[src/rtl/fpu_pkg.sv]
// Shared FPU constants and types for the multiplier/adder result paths.
//   EXP_W / FRAC_W : IEEE-754 single-precision field widths
//   EXP_MAX        : all-ones exponent (Inf/NaN)
//   QNAN           : canonical quiet NaN
//   NV/OF/UF/ZR    : bit positions inside the 4-bit status vector
package fpu_pkg;

  localparam int EXP_W  = 8;
  localparam int FRAC_W = 23;
  localparam int WORD_W = 1 + EXP_W + FRAC_W;

  localparam logic [EXP_W-1:0]  EXP_MAX = 8'hFF;
  localparam logic [WORD_W-1:0] QNAN    = 32'h7FC0_0000;

  localparam int NV = 3;
  localparam int OF = 2;
  localparam int UF = 1;
  localparam int ZR = 0;

  typedef logic [3:0] status_t;

  // Packed word plus the event bits it raises.
  typedef struct packed {
    status_t           ev;
    logic [WORD_W-1:0] word;
  } pack_t;

endpackage

[src/rtl/fpu_out_fifo.sv]
// Two-entry circular output buffer with valid/ready on both sides.
//   clk, rst          : clock, synchronous active-high reset
//   push_valid_i/_ready_o, push_data_i : upstream side
//   pop_valid_o, pop_ready_i, pop_data_o : downstream side (head of buffer)
//   pop_fire_o        : an entry leaves this cycle
// Accepting while full is allowed when the head leaves in the same cycle.
module fpu_out_fifo #(
  parameter int W     = 32,
  parameter int DEPTH = 2
) (
  input  logic         clk,
  input  logic         rst,
  input  logic         push_valid_i,
  output logic         push_ready_o,
  input  logic [W-1:0] push_data_i,
  output logic         pop_valid_o,
  input  logic         pop_ready_i,
  output logic [W-1:0] pop_data_o,
  output logic         pop_fire_o
);

  localparam logic [1:0] FULL = 2'(DEPTH);

  logic [1:0][W-1:0] mem_q;
  logic              wr_ptr_q, rd_ptr_q;
  logic [1:0]        cnt_q;
  logic              push, pop;

  assign pop_valid_o  = (cnt_q != 2'd0);
  assign pop          = pop_valid_o & pop_ready_i;
  assign push_ready_o = (cnt_q != FULL) | pop;
  assign push         = push_valid_i & push_ready_o;
  assign pop_data_o   = mem_q[rd_ptr_q];
  assign pop_fire_o   = pop;

  always_ff @(posedge clk) begin
    if (rst) begin
      mem_q    <= '0;
      wr_ptr_q <= 1'b0;
      rd_ptr_q <= 1'b0;
      cnt_q    <= 2'd0;
    end else begin
      if (push) begin
        mem_q[wr_ptr_q] <= push_data_i;
        wr_ptr_q        <= ~wr_ptr_q;
      end
      if (pop) rd_ptr_q <= ~rd_ptr_q;
      // push+pop together leaves the occupancy unchanged
      case ({push, pop})
        2'b10:   cnt_q <= cnt_q + 2'd1;
        2'b01:   cnt_q <= cnt_q - 2'd1;
        default: cnt_q <= cnt_q;
      endcase
    end
  end

endmodule

[src/rtl/mul_result_packer.sv]
// Final multiplier stage: applies exception priority, packs the IEEE-754
// word on entry, buffers it in a 2-entry FIFO and keeps sticky status.
//   CLK, RST             : clock, synchronous active-high reset
//   in_valid / in_ready  : upstream handshake
//   sign_z, Ez, Mz       : normalized sign / biased exponent / fraction
//   invalid_flag, overflow_flag, initial_zero_flag : exception flags
//   result, out_valid, out_ready : downstream handshake, head of buffer
//   status               : sticky {NV, OF, UF, ZR}; clear_status clears it
//   result_count         : results delivered since reset (wraps)
module mul_result_packer
  import fpu_pkg::*;
#(
  parameter logic [31:0] QNAN  = fpu_pkg::QNAN,
  parameter int          DEPTH = 2
) (
  input  logic        CLK,
  input  logic        RST,
  input  logic        in_valid,
  output logic        in_ready,
  input  logic        sign_z,
  input  logic [7:0]  Ez,
  input  logic [22:0] Mz,
  input  logic        invalid_flag,
  input  logic        overflow_flag,
  input  logic        initial_zero_flag,
  output logic [31:0] result,
  output logic        out_valid,
  input  logic        out_ready,
  output logic [3:0]  status,
  input  logic        clear_status,
  output logic [15:0] result_count
);

  pack_t       pk;
  logic        accept, pop_fire;
  status_t     status_q, status_d;
  logic [15:0] cnt_q, cnt_d;

  // Exception priority: invalid > overflow > zero > denormal flush > normal.
  always_comb begin
    pk.word = {sign_z, Ez, Mz};
    pk.ev   = '0;
    if (invalid_flag) begin
      pk.word     = {1'b0, QNAN[30:0]};
      pk.ev[NV]   = 1'b1;
    end else if (overflow_flag) begin
      pk.word     = {sign_z, EXP_MAX, {FRAC_W{1'b0}}};
      pk.ev[OF]   = 1'b1;
    end else if (initial_zero_flag) begin
      pk.word     = {sign_z, 31'h0};
      pk.ev[ZR]   = 1'b1;
    end else if ((Ez == '0) && (Mz != '0)) begin
      // subnormal results are not supported; flush to signed zero
      pk.word     = {sign_z, 31'h0};
      pk.ev[UF]   = 1'b1;
    end
  end

  fpu_out_fifo #(.W(WORD_W), .DEPTH(DEPTH)) u_fifo (
    .clk         (CLK),
    .rst         (RST),
    .push_valid_i(in_valid),
    .push_ready_o(in_ready),
    .push_data_i (pk.word),
    .pop_valid_o (out_valid),
    .pop_ready_i (out_ready),
    .pop_data_o  (result),
    .pop_fire_o  (pop_fire)
  );

  assign accept = in_valid & in_ready;

  // Clear happens first so a same-cycle event survives it.
  always_comb begin
    status_d = (clear_status ? '0 : status_q) | (accept ? pk.ev : '0);
    cnt_d    = pop_fire ? cnt_q + 16'd1 : cnt_q;
  end

  always_ff @(posedge CLK) begin
    if (RST) begin
      status_q <= '0;
      cnt_q    <= '0;
    end else begin
      status_q <= status_d;
      cnt_q    <= cnt_d;
    end
  end

  assign status       = status_q;
  assign result_count = cnt_q;

endmodule

[config.mk]
export PLATFORM = sky130hd
export DESIGN_NAME = mul_result_packer
export DESIGN_NICKNAME = d
export VERILOG_FILES = /design/src/rtl/fpu_pkg.sv /design/src/rtl/fpu_out_fifo.sv /design/src/rtl/mul_result_packer.sv
export SDC_FILE = /design/constraint.sdc
export NUM_CORES = 1
export LEC_CHECK = 0
export CORE_ASPECT_RATIO = 1.25
export CORE_MARGIN = 3
export CORE_UTILIZATION = 49
export DETAILED_ROUTE_END_ITERATION = 12
export GPL_TIMING_DRIVEN = 1
export PLACE_DENSITY = 0.86
export REMOVE_ABC_BUFFERS = 1
export SKIP_LAST_GASP = 1
export SLEW_MARGIN = 30
export SYNTH_ARGS = -nofsm -noshare
export SYNTH_HDL_FRONTEND = slang
export SYNTH_SLANG_ARGS = --single-unit
[constraint.sdc]
create_clock -name CLK -period 2.9 [get_ports CLK]
set_clock_uncertainty 0.1 [all_clocks]
set_input_delay 0.435 -clock CLK [delete_from_list [all_inputs] [get_ports CLK]]
set_output_delay 0.435 -clock CLK [all_outputs]
set_load 0.05 [all_outputs]
---- After elaboration in Yosys (flattened, before gate mapping) ----
Index checks and enable logic that the tools add are counted.
word-level totals
  bits in registers ....................... 88
  input port bits ......................... 40
  output and inout port bits .............. 54
  logic and storage cells ................. 47
cells by class
  add/subtract/negate cells ............... 3
  $lt $le $gt $ge ......................... 3
  eq/ne operators ......................... 3
  muxes and demuxes ....................... 19
  bitwise operators ....................... 6
  reduce and logical (&&, ||, !) cells .... 6
operator list
  kind                                                         number
  two-way mux 32 bit                                           4
  two-way mux 31 bit                                           3
  bitwise mux 64 bit                                           1
  demux 32 bit (select 1 bit)                                  1
  nonzero test 23 bit                                          1
  adder 16 x 1 -> 16 bit (second input constant)               1
  logical NOT 8 bit                                            1
  two-way mux 4 bit                                            2
  two-way mux 1 bit                                            5
  less-than comparator 1 x 2 -> 1 bit (second input constant)  2
  bitwise OR 4 bit                                             1
  one-hot mux 2 bit (2 select lines)                           1
  nonzero test 2 bit                                           2
  two-way mux 3 bit                                            1
  adder 2 x 1 -> 2 bit (second input constant)                 1
  AND 1 bit                                                    2
  equality test 2 x 1 -> 1 bit (second input constant)         1
  equality test 2 bit (second input constant)                  1
  logical AND 1 bit                                            2
  two-way mux 2 bit                                            1
  inequality test 2 bit (second input constant)                1
  NOT 1 bit                                                    2
  subtractor 2 x 1 -> 2 bit (second input constant)            1
  >= comparator 1 bit (second input constant)                  1
  bitwise OR 1 bit                                             1

---- Logic depth before layout (Yosys ltp) ----
Gate-level depths: netlist of the first run.
  word-level depth ........................ 8
  gate-level depth with buffers ........... 9
  depth with buffers taken out ............ 7

---- Modules after synthesis ----
A second synthesis of the first run with hierarchy kept.
second synthesis, totals
  cell total of the unflattened synthesis .. 493
  area, all modules ....................... 4414.2 µm²
by module, submodules not included
  module             instances  cells each  area each (µm²)  sequential area each (µm²)
  fpu_out_fifo       1          341         3224.3           1361.3
  mul_result_packer  1          152         1189.9           400.4

---- Worst setup path before layout of the first run ----
No wires, ideal clock.
  path kind ............................... register to register
  start point ............................. register cnt_q[3], in the netlist result_count[3]
  end point ............................... register cnt_q[13], in the netlist result_count[13]
  setup time .............................. 0.121 ns
  data arrival time ....................... 1.930 ns
  required time ........................... 2.679 ns
  slack ................................... 0.749 ns
  cell stages (with the launch flop) ...... 5
  buffers on the path ..................... 0
  period minus slack after synthesis ...... 2.151 ns
  cells stage by stage .................... dfxtp_1 -> nand4_1 -> nor4_1 -> nand3_1 -> mux2_2
on the way
  cells in the longest elaborated chain, start to end .. 1
RTL lines
  what                      line                     source
  start: declaration        mul_result_packer.sv:37  logic [15:0] cnt_q, cnt_d;
  start signal: assignment  mul_result_packer.sv:85  cnt_q <= cnt_d;
  adder 16 x 1 -> 16 bit    mul_result_packer.sv:76  cnt_d = pop_fire ? cnt_q + 16'd1 : cnt_q;
No other way between the ends.
A chain may end at the register's enable or synchronous reset.

---- Worst setup path after layout of the first run ----
  start point ............................. input out_ready
  end point ............................... output in_ready
on the way
  cells in the longest elaborated chain, start to end .. 2
RTL lines
  what                line                     source
  start: declaration  mul_result_packer.sv:28  input logic out_ready,
  AND 1 bit           fpu_out_fifo.sv:30       assign pop = pop_valid_o & pop_ready_i;
  bitwise OR 1 bit    fpu_out_fifo.sv:31       assign push_ready_o = (cnt_q != FULL) | pop;
  end: declaration    mul_result_packer.sv:19  output logic in_ready,
No other way between the ends.

==> metrics.cfg, run 1 <==
[outcome]
status=completed

[floorplan]
die_h_um=104.8
die_w_um=85.06
design.core.area_um2=7488
dieArea_um2=8917
ios=94
start_util=0.5113
rows=35

[timing]
setup_viol=0
hold_viol=0
relSlewSlack=0.4786
fin_crit_ns=2.669
rsz0062_at_grt=false
worst-slew-pin-transition_ns=0.7822
tns_ns=0
drv_slew=0
timing.final.crit_share=0.9203
max_freq_ghz=0.3747

[yosys]
synth-edff-count=0
yosysMostFrequentCell=dfxtp_1
synth_top_area_cell=dfxtp_1
synth_ff_type=dfxtp_1
seq_area_frac_synth=0.4601
syn_area_per_cell_um2=9.767
synth_cells=392
netlist_area_um2=3829
synth_commonest_cells=dfxtp_1 (88), nor2_1 (40), mux2_2 (34), nor3_1 (27), a32o_1 (24)
ys_ff_latch=88
yosys_warnings=0
synth_top_area_frac=0.4601
synth_area_leaders=dfxtp_1 (46%), mux2_2 (10%), a32o_1 (6.3%), mux2i_1 (3.9%), nor2_1 (3.9%)
yosys.cell_types.count=43
async_flop_share=0

[critical_path]
critical_path_class=input pin to output pin
r2r_cells=6
setup.worst_path.end=in_ready
cp_data_required_time_ns=2.37
r2r_start=u_fifo.cnt_q[1]
critPathLaunch=out_ready
r2r_slack_ns=0.70
critPathLaunchType=input pin
endpoint_kind=output pin
crit_fanout=5
crit_buf_inv=2
path_delay_family=buffers and inverters
critPathArrivalTime_ns=2.13
slowest_delay_ns=0.75
path_depth=3
cp_common_cell=clkdlybuf4s50_1
r2r_end=u_fifo.cnt_q[1]
cp_slowest_cell=clkdlybuf4s50_1
path_cells=clkdlybuf4s50_1 -> or3b_1 -> clkdlybuf4s50_1

[clocking]
cts_setup_buffers=0
cts_inserted_buffers=9
cts_sinks=88
h-tree-depth=3
ctsResizeCount=0
ctsRootBufferMaster=clkbuf_8
clk_latency_ns=0.35
cts_buffer_depth=2
cts_tree=done
cts_hold_buf=0
clkSlewWorstSetupHoldPaths_ns=0.08

[power_and_ir_drop]
peakVddDrop_mv=0.5280
leakagePower_nw=1.999
cellPowerDensity_nw_per_um2=625.4

[grt]
grt_pass1_wl_um=17080
grt_pass1_vias=3491
antenna_found_initial=0
track_usage=0.2338
grt.overflow.total=0
grt_max_degree=34

[min_path]
hp-start=u_fifo.mem_q[31]
hold_path_class=flip-flop to flip-flop

[final_layout]
drive_gt1_frac=0.2075
fin_nets=519
n_antenna_cell=0
syn_to_final_growth_pct=38.50
fill_cells=518
final_util=0.7081

[place]
hpwl_um=7126
gp_congestion=0.7937
port-buffer-count=93

[detailed_routing]
postRouteAntennaNets=0
avgRoutedWirePerCell_um=17.75
num_vias=3354
dr.pass1.iters=4
drc=0
routed_wl_um=10190
vias_per_cell=5.843
drt_iter0_drc=259

[run]
cap_viol_max_count=0

## cell families after synthesis
family                   after synthesis  synth area share
buffers and inverters                 42           0.05686
flip-flops                            88            0.4601
multiplexers                          49            0.1392
AO/OA/AOI/OAI                         68            0.1373
AND/OR/NAND/NOR                      128            0.1657
adder cells (fa/ha/maj)                2          0.006535
XOR/XNOR                              15           0.03431
## flip-flops by register name (all words and copies together) (netlist names)
| name | cells |
|---|---|
| result_count | 16 |
| u_fifo.rd_ptr_q | 1 |
| u_fifo.wr_ptr_q | 1 |
| u_fifo.mem_q | 64 |
| u_fifo.cnt_q | 2 |
| status | 4 |
## per-layer routing
| metal | vias to the layer above | wire length, um | track usage | part of all wire |
|---|---|---|---|---|
| li1 | 1592 | - | - | - |
| met1 | 1598 | 3942 | 0.2861 | 0.39 |
| met2 | 146 | 5218 | 0.3961 | 0.51 |
| met3 | 18 | 813 | 0.04495 | 0.080 |
| met4 | 0 | 212 | 0.09502 | 0.021 |
| met5 | - | 0 | 0.01818 | 0 |
## metrics by stage
| step | power, mW | hold slack, ns | std cells | area, um2 | worst slack, ns |
|---|---|---|---|---|---|
| after floorplan | 2.028 | 0.3196 | 363 | 3660 | 0.01336 |
| after global placement | 2.517 | 0.3337 | 558 | 5115 | 0.2719 |
| after detailed placement | 2.543 | 0.3431 | 558 | 5115 | 0.2469 |
| after CTS | 3.336 | 0.3564 | 574 | 5303 | 0.2404 |
| after global routing | 3.450 | 0.3684 | 574 | 5303 | 0.1962 |
| final | 3.316 | 0.3583 | 574 | 5303 | 0.2311 |
## worst register-to-register path, cell delays in order, from the launching register on
cell and delay, ns:
dfxtp_1 0.45, or3b_1 0.49, and2_4 0.23, inv_1 0.10
ha_1 0.27, or3_1 0.35, a21oi_1 0.13
## power breakdown
part | internal, mW | switching [mW] | leakage, nW
logic | 0.523 | 0.641 | 1.19
clock network | 0.345 | 0.451 | 0.0899
registers | 1.29 | 0.0672 | 0.715
total | 2.16 | 1.16 | 2.00
## layout by cell type, fill, tap and decap left out, drive strengths merged, types with 4 or more instances in the layout
cell            n
dfxtp          88
clkdlybuf4s50  60
buf            43
nor2           40
mux2           34
nor3           27
a32o           24
nand2          18
inv            16
mux2i          15
a21oi          14
nand3          13
o21ai          11
xnor2          10
clkbuf         10
nor4            9
a22o            8
xor2            5
nand4           4
## layout make-up
type	count	area, um2	area share
multi-input cells	262	1856	0.3499
flip-flops and latches	88	1762	0.3322
repair buffers	103	1334	0.2515
clock buffers	10	137.6	0.02596
well taps	92	115.1	0.02171
clock inverters	6	50.05	0.009438
inverters	13	48.80	0.009202
## worst min path at each step
stage                       end  cells past startpoint
2_1_floorplan  u_fifo.mem_q[54]                      2
3_3_place_gp   u_fifo.mem_q[54]                      2
3_5_place_dp    u_fifo.mem_q[3]                      2
4_1_cts         u_fifo.mem_q[3]                      2
5_1_grt         u_fifo.mem_q[3]                      2
6_report       u_fifo.mem_q[31]                      2
Note: power is estimated with default switching activity, not from simulation.
==> run 2: changes to the inputs <==
CTS_CLUSTER_DIAMETER = 40   (was default)
==> results of run 2 <==
No change in the layout: final DEF, timing and power equal those of run 1.
